<file path="src/rtl/present_dec80.sv">
// present_dec80: iterative PRESENT-80 block decryption, one round per clock
//   clk   rising-edge clock
//   rst   asynchronous active-high reset
//   start request, sampled only while idle
//   key   80-bit user key (K1, bit 79 = MSB)
//   din   64-bit ciphertext
//   busy  high while a decryption is in progress
//   done  one-cycle pulse when dout becomes valid
//   dout  recovered plaintext, held until overwritten by the next result
// Optional: define PRESENT_DEC_KEYCACHE_EN to cache the last user key and its K32.
module present_dec80 (
  input  logic        clk,
  input  logic        rst,
  input  logic        start,
  input  logic [79:0] key,
  input  logic [63:0] din,
  output logic        busy,
  output logic        done,
  output logic [63:0] dout
);
  typedef enum logic [1:0] {IDLE, KEYEXP, WHITEN, ROUND} st_t;
  st_t st, st_n;
  logic [79:0] k, k_rot, k_fwd, k_x, k_y, k_inv, k_start;
  logic [63:0] s, s_n;
  logic [4:0] i;
  logic hit;
  function automatic logic [3:0] sb(input logic [3:0] x);
    logic [63:0] t;
    t = 64'h21748FE3DA09B65C;
    return t[{x, 2'b00} +: 4];
  endfunction
  function automatic logic [3:0] isb(input logic [3:0] x);
    logic [63:0] t;
    t = 64'hA970364BD21C8FE5;
    return t[{x, 2'b00} +: 4];
  endfunction
  function automatic logic [63:0] isub(input logic [63:0] x);
    logic [63:0] r;
    for (int n = 0; n < 16; n++) r[4*n +: 4] = isb(x[4*n +: 4]);
    return r;
  endfunction
  // bit P(b) of the input lands on bit b
  function automatic logic [63:0] ip(input logic [63:0] x);
    logic [63:0] r;
    for (int b = 0; b < 64; b++) r[b] = x[b == 63 ? 63 : (16 * b) % 63];
    return r;
  endfunction
  assign k_rot = {k[18:0], k[79:19]};
  assign k_fwd = {sb(k_rot[79:76]), k_rot[75:20], k_rot[19:15] ^ i, k_rot[14:0]};
  // k holds K_{i+1}; undo the forward update step by step to get K_i
  assign k_x   = {k[79:20], k[19:15] ^ i, k[14:0]};
  assign k_y   = {isb(k_x[79:76]), k_x[75:0]};
  assign k_inv = {k_y[60:0], k_y[79:61]};
  assign s_n   = isub(ip(s)) ^ k_inv[79:16];
  assign busy  = st != IDLE;
`ifdef PRESENT_DEC_KEYCACHE_EN
  logic cv;
  logic [79:0] ck, ck32;
  assign hit     = cv && key == ck;
  assign k_start = hit ? ck32 : key;
  // the user key is recorded at start; it becomes valid once its K32 exists
  always_ff @(posedge clk or posedge rst)
    if (rst) begin
      cv   <= 1'b0;
      ck   <= '0;
      ck32 <= '0;
    end else if (st == IDLE && start && !hit) begin
      cv <= 1'b0;
      ck <= key;
    end else if (st == KEYEXP && i == 5'd31) begin
      cv   <= 1'b1;
      ck32 <= k_fwd;
    end
`else
  assign hit     = 1'b0;
  assign k_start = key;
`endif
  always_ff @(posedge clk or posedge rst)
    if (rst) st <= IDLE;
    else st <= st_n;
  always_comb begin
    st_n = st;
    st_n = st == IDLE   ? (start ? (hit ? WHITEN : KEYEXP) : IDLE) :
           st == KEYEXP ? (i == 5'd31 ? WHITEN : KEYEXP) :
           st == WHITEN ? ROUND :
                          (i == 5'd1 ? IDLE : ROUND);
  end
  // din is parked in the state register until whitening
  always_ff @(posedge clk or posedge rst)
    if (rst) begin
      k    <= '0;
      s    <= '0;
      i    <= '0;
      dout <= '0;
      done <= 1'b0;
    end else begin
      done <= st == ROUND && i == 5'd1;
      if (st == IDLE && start) begin
        k <= k_start;
        s <= din;
        i <= hit ? 5'd31 : 5'd1;
      end else if (st == KEYEXP) begin
        k <= k_fwd;
        i <= i == 5'd31 ? i : i + 5'd1;
      end else if (st == WHITEN) begin
        s <= s ^ k[79:16];
      end else if (st == ROUND) begin
        s <= s_n;
        k <= k_inv;
        i <= i - 5'd1;
        if (i == 5'd1) dout <= s_n;
      end
    end
endmodule

</file>
<file path="config.mk">
export PLATFORM = sky130hd
export DESIGN_NAME = present_dec80
export DESIGN_NICKNAME = d
export VERILOG_FILES = /design/src/rtl/present_dec80.sv
export SDC_FILE = /design/constraint.sdc
export NUM_CORES = 1
export LEC_CHECK = 0
export BUFFER_PORTS_ARGS = -buffer_cell sky130_fd_sc_hd__buf_2
export CORE_UTILIZATION = 49
export DETAILED_ROUTE_END_ITERATION = 10
export GPL_TIMING_DRIVEN = 0
export PLACE_DENSITY = 0.77
export SLEW_MARGIN = 20
export SYNTH_ARGS = -nofsm -noshare
export SYNTH_HDL_FRONTEND = slang
export SYNTH_SLANG_ARGS = --single-unit
</file>
<file path="constraint.sdc">
create_clock -name clk -period 8.14 [get_ports clk]
set_input_delay 0.407 -clock clk [delete_from_list [all_inputs] [get_ports clk]]
set_output_delay 0.407 -clock clk [all_outputs]
set_load 0.01 [all_outputs]
</file>
# Yosys cells after proc, flatten, opt, wreduce, memory -nomap -nowiden
# Cells that the tools add are included.
# Widths: inputs -> output; s select.
[op_classes] multipliers=0 order_cmp=0 div=0 reduce_logical=10 eq_ne=8 mux=19 addsub=2 shifts=18 n_bitwise=7
[ops] operator="$shiftx 64x7->4 const A" n=18
[ops] operator="$mux 80" n=4
[ops] operator="$mux 64" n=4
[ops] operator="$xor 64x64->64" n=2
[ops] operator="$mux 5" n=5
[ops] operator="$mux 2" n=5
[ops] operator="$xor 5x5->5" n=2
[ops] operator="$ne 3x2->1 const B" n=2
[ops] operator="$reduce_bool 3->1" n=2
[ops] operator="$add 5x1->5 const B" n=1
[ops] operator="$eq 5x1->1 const B" n=1
[ops] operator="$eq 5x5->1 const B" n=1
[ops] operator="$reduce_and 5->1" n=1
[ops] operator="$sub 5x1->5 const B" n=1
[ops] operator="$eq 2x2->1 const B" n=2
[ops] operator="$reduce_and 2->1" n=2
[ops] operator="$not 1->1" n=3
[ops] operator="$reduce_and 3->1" n=1
[ops] operator="$eq 2x1->1 const B" n=1
[ops] operator="$logic_and 1x1->1" n=2
[ops] operator="$logic_not 2->1" n=1
[ops] operator="$ne 2x1->1 const B" n=1
[ops] operator="$reduce_bool 2->1" n=1
[ops] operator="$mux 1" n=1
[totals] reg_bits=216 latch_bits=0 memories=0 wordCells=70 in_bits=147 romBits=0 out_inout_bits=66 ramBits=0

# Longest topological paths before layout
[logic_depth] ltp_word=6 ltp_mapped=11 mapped_depth_nobuf=8

# Worst setup path after synthesis
# No wires, ideal clock.
[synth_path] kind="register -> register" start="reg k[76]" end="reg s[1]" setup_time_ps=126 n_path_buf=0 setup_slack_ps=6211 t_required_ps=8014 t_arrival_ps=1803 period_less_slack_ps=1929 path_stages_with_launch=8 cell_sequence="dfrtp_1 inv_1 ha_1 nor2_1 a21oi_1 o221ai_1 xnor2_1 a221o_1"
[synth_between] elab_chain_cells=6
[synth_lines] element="from (decl)" line_no="23" source="logic [79:0] k, k_rot, k_fwd, k_x, k_y, k_inv, k_start;"
[synth_lines] element="from (signal assigned)" line_no="99" source="k <= k_start;"
[synth_lines] element="from (signal assigned)" line_no="103" source="k <= k_fwd;"
[synth_lines] element="from (signal assigned)" line_no="109" source="k <= k_inv;"
[synth_lines] element="$shiftx 64x7->4" line_no="35" source="return t[{x, 2'b00} +: 4];"
[synth_lines] element="$xor 64x64->64" line_no="54" source="assign s_n = isub(ip(s)) ^ k_inv[79:16];"
[synth_lines] element="$mux 64" line_no="107" source="end else if (st == ROUND) begin"
[synth_lines] element="$mux 64" line_no="105" source="end else if (st == WHITEN) begin"
[synth_lines] element="$mux 64" line_no="102" source="end else if (st == KEYEXP) begin"
[synth_lines] element="$mux 64" line_no="98" source="if (st == IDLE && start) begin"
[synth_lines] element="to (signal assigned)" line_no="100" source="s <= din;"
[synth_lines] element="to (signal assigned)" line_no="106" source="s <= s ^ k[79:16];"
[synth_lines] element="to (signal assigned)" line_no="108" source="s <= s_n;"
[synth_lines] element="to (decl)" line_no="24" source="logic [63:0] s, s_n;"
# No other way between the ends. The select of a mux whose other input is x is not followed.
# A chain may end at the register's enable or synchronous reset.

# Worst setup path after layout
[layout_path] start="reg st[0]" end="reg s[62]"
[layout_between] elab_chain_cells=4
[layout_lines] element="from (decl)" line_no="22" source="st_t st, st_n;"
[layout_lines] element="from (signal assigned)" line_no="80" source="else st <= st_n;"
[layout_lines] element="$eq 2x2->1 / $logic_not 2->1 (equally long branches)" line_no="105, 98"
[layout_lines] element="$mux 64 / $logic_and 1x1->1 (equally long branches)" line_no="105, 98"
[layout_lines] element="$mux 64, or another cell as far along" line_no="102"
[layout_lines] element="$mux 64 / $reduce_and 2->1 (equally long branches)"
# Several ways; a longest one is shown, not always the timed one. The select of a mux whose other input is x is not followed.

==> flow_summary.yaml <==
synthesis:
  synthCells: 1669
  netlist.area_leader.share_pct: 35.24
  yosysSeqAreaShare_pct: 35.24
  synth_enable_flop_cells: 0
  synthArstFlopShare_pct: 100.0
  synth_area_leaders: "dfrtp_1 35%, ha_1 10%, a21oi_1 5.5%, mux2i_1 5.1%, xnor2_1 4.0%"
  yosysUniqueCellTypes: 53
  syn_avg_cell_area_um2: 9.191
  syn_nets: 1943
  ys_ff_latch: 216
  ys.flop_type: "dfrtp_1"
  syn-cell-area_um2: 15340
  yosys_warnings: 0
  synth_top_area_cell: "dfrtp_1"
die:
  fp.dieW_um: 178.9
  dieArea_um2: 32020
  coreArea_um2: 30670
  initial_core_util_pct: 50.02
  fp.dieH_um: 178.9
  rows: 64
  ioPinCount: 213
clock_network:
  clk_pin_slew_ns: 0.07
  cts_resized: 0
  cts-htree-levels: 1
  clk_path_buf_depth: 3
  clk_latency_ns: 0.56
  cts_sinks: 216
  hold_buffers: 1
  postCtsSetupRepairBufs: 0
  cts_tree: "done"
  cts_root_buf: "clkbuf_16"
  numCtsBuffers: 25
critical_path:
  reg2reg_from: "st[0]"
  r2r_cells: 8
  arrival_ns: 3.29
  regToRegSetupSlack_ns: 5.26
  cp-end-kind: "register"
  critPathLaunchType: "register"
  critPathMaxFanout: 10
  crit_type: "reg2reg"
  cp.required_ns: 8.55
  r2r-end: "s[62]"
route:
  wl_per_cell_um: 26.21
  wirelength_mm: 60.88
  drtIter0Drc: 1843
  drc: 0
  antenna_left: 0
  routed_via_density: 6.339
  first_pass_iters: 5
  via_count: 14730
worst_hold_path:
  hold_end: "s[53]"
  hp-class: "in2reg"
  min_from: "din[53]"
  min_path_cells: 3
pwr:
  p_comb_share_pct: 61.7
  switching_power_mw: 4.828
  p_int_mw: 4.482
  vdd_ir_drop_max_uv: 275.6
  swShare_pct: 51.86
  clockPowerShare_pct: 13.5
  power_density_nw_per_um2: 521.3
  p_leak_nw: 8.427
  p_seq_share_pct: 24.8
timing:
  setup_slack_ns: 5.264
  rsz0062_at_grt: "no"
  min_period_ns: 2.876
  fin_skew_ns: 0.01982
  slew_headroom_pct: 24.28
  finalHoldWorstSlack_ns: 0.07894
  period_share_pct: 35.33
  finalSetupViolations: 0
  final_max_slew_viol_count: 0
  finalHoldViolCount: 0
  tightest_slew_ns: 1.128
  fmax_mhz: 347.7
place:
  dp.cells: 2279
  place_ws_ns: 5.397
  dp_hpwl_mm: 46.50
  routabilityCongestion: 1.012
  io_buffers: 212
final_layout:
  finalNonFillerCells: 2323
  most-common-layout-cells: "268 x buf_2, 216 x dfrtp_1, 168 x a21oi_1"
  nets: 2185
  drive_gt1_share_pct: 21.22
  n_antenna_cell: 0
  postLayoutCoreUtil_pct: 58.24
  layout_commonest_cell: "buf_2"
  area_growth_pct: 16.44
grt:
  antenna_found_initial: 0
  grt_pass1_vias: 14160
  grt_max_degree: 101
  grt_pass1_wl_mm: 89.50
  gr-usage-all-layers_pct: 38.41
  gr-total-overflow: 0
status:
  outcome: "complete, no violations"
flow_run:
  maxCapViolCount: 0
[area by class of cell]
class	count	area, µm²
fill	2691	12810
sequential	216	5405
multi-input combinational	1255	9024
inverter	69	266.5
tap	396	495.5
buffer	129	651.9
clock buffer	36	716.9
clock inverter	7	175.2
timing repair buffer	215	1126
[worst max path at each step]
stage                     cells after the start        to  start  slack [ns]
after detailed placement                      8     s[62]  st[0]        5.40
after CTS                                     8     s[62]  st[0]        5.38
after global routing                          7     s[52]  s[13]        5.22
after floorplan                               1      done    rst        1.83
final                                         8     s[62]  st[0]        5.26
after global placement                        2  dout[13]    rst       -1.03
[Yosys cell counts, types with 25 or more instances]
cell type and count:
ha_1 127, mux2i_1 78, nor2_1 137, mux2_4 38, xnor2_1 70, clkbuf_1 52
buf_2 56, o21ai_1 116, a211oi_1 47, a21oi_1 168, inv_1 66, nand2_1 147
o21ai_0 95, dfrtp_1 216, xor2_1 25
[metrics by stage]
stage	TNS [ns]	power [mW]	cell area (µm²)
global placement	-215.23	7.679	16900
floorplan	0	5.838	15340
detailed placement	0	7.809	16960
CTS	0	9.091	17860
finish	0	9.310	17860
global route	0	9.792	17860
[power by group through the flow]
stage               Sequential (mW)  Clock, mW  Combinational [mW]
detailed placement             2.26          0                5.55
CTS                            2.24       1.26                5.59
global placement               2.25          0                5.43
finish                         2.31       1.26                5.74
global route                   2.31       1.31                6.17
floorplan                      1.96          0                3.88
[sequential cells by signal, summed over array words and instances (netlist names)]
signal,flops
i,5
dout,64
k,80
st,2
s,64
done,1
[per-layer routing]
layer | routed length (µm) | GRT usage, %
met1 | 23540 | 51.21
met2 | 25620 | 56.71
met3 | 7398 | 8.079
met4 | 4312 | 23.87
met5 | 0 | 0
[logic make-up after synthesis]
family / after synthesis / share of synthesized area (%)
xor gates and xnor gates: 95 / 5.424
AOI/OAI and AO/OA: 532 / 20.64
muxes: 151 / 12.70
adders and majority gates: 127 / 10.36
buffers and inverters: 198 / 5.938
DFF: 216 / 35.24
and+or+nand+nor: 350 / 9.698
[critical path, stage by stage, from the launching register on]
cell,delay (ns)
dfrtp_1,0.40
inv_1,0.11
ha_1,0.33
a21oi_2,0.18
nand2_1,0.33
clkbuf_1,0.64
o21ai_0,0.33
a221oi_1,0.31
o21ai_1,0.10
Note: power is estimated with default switching activity, not from simulation.
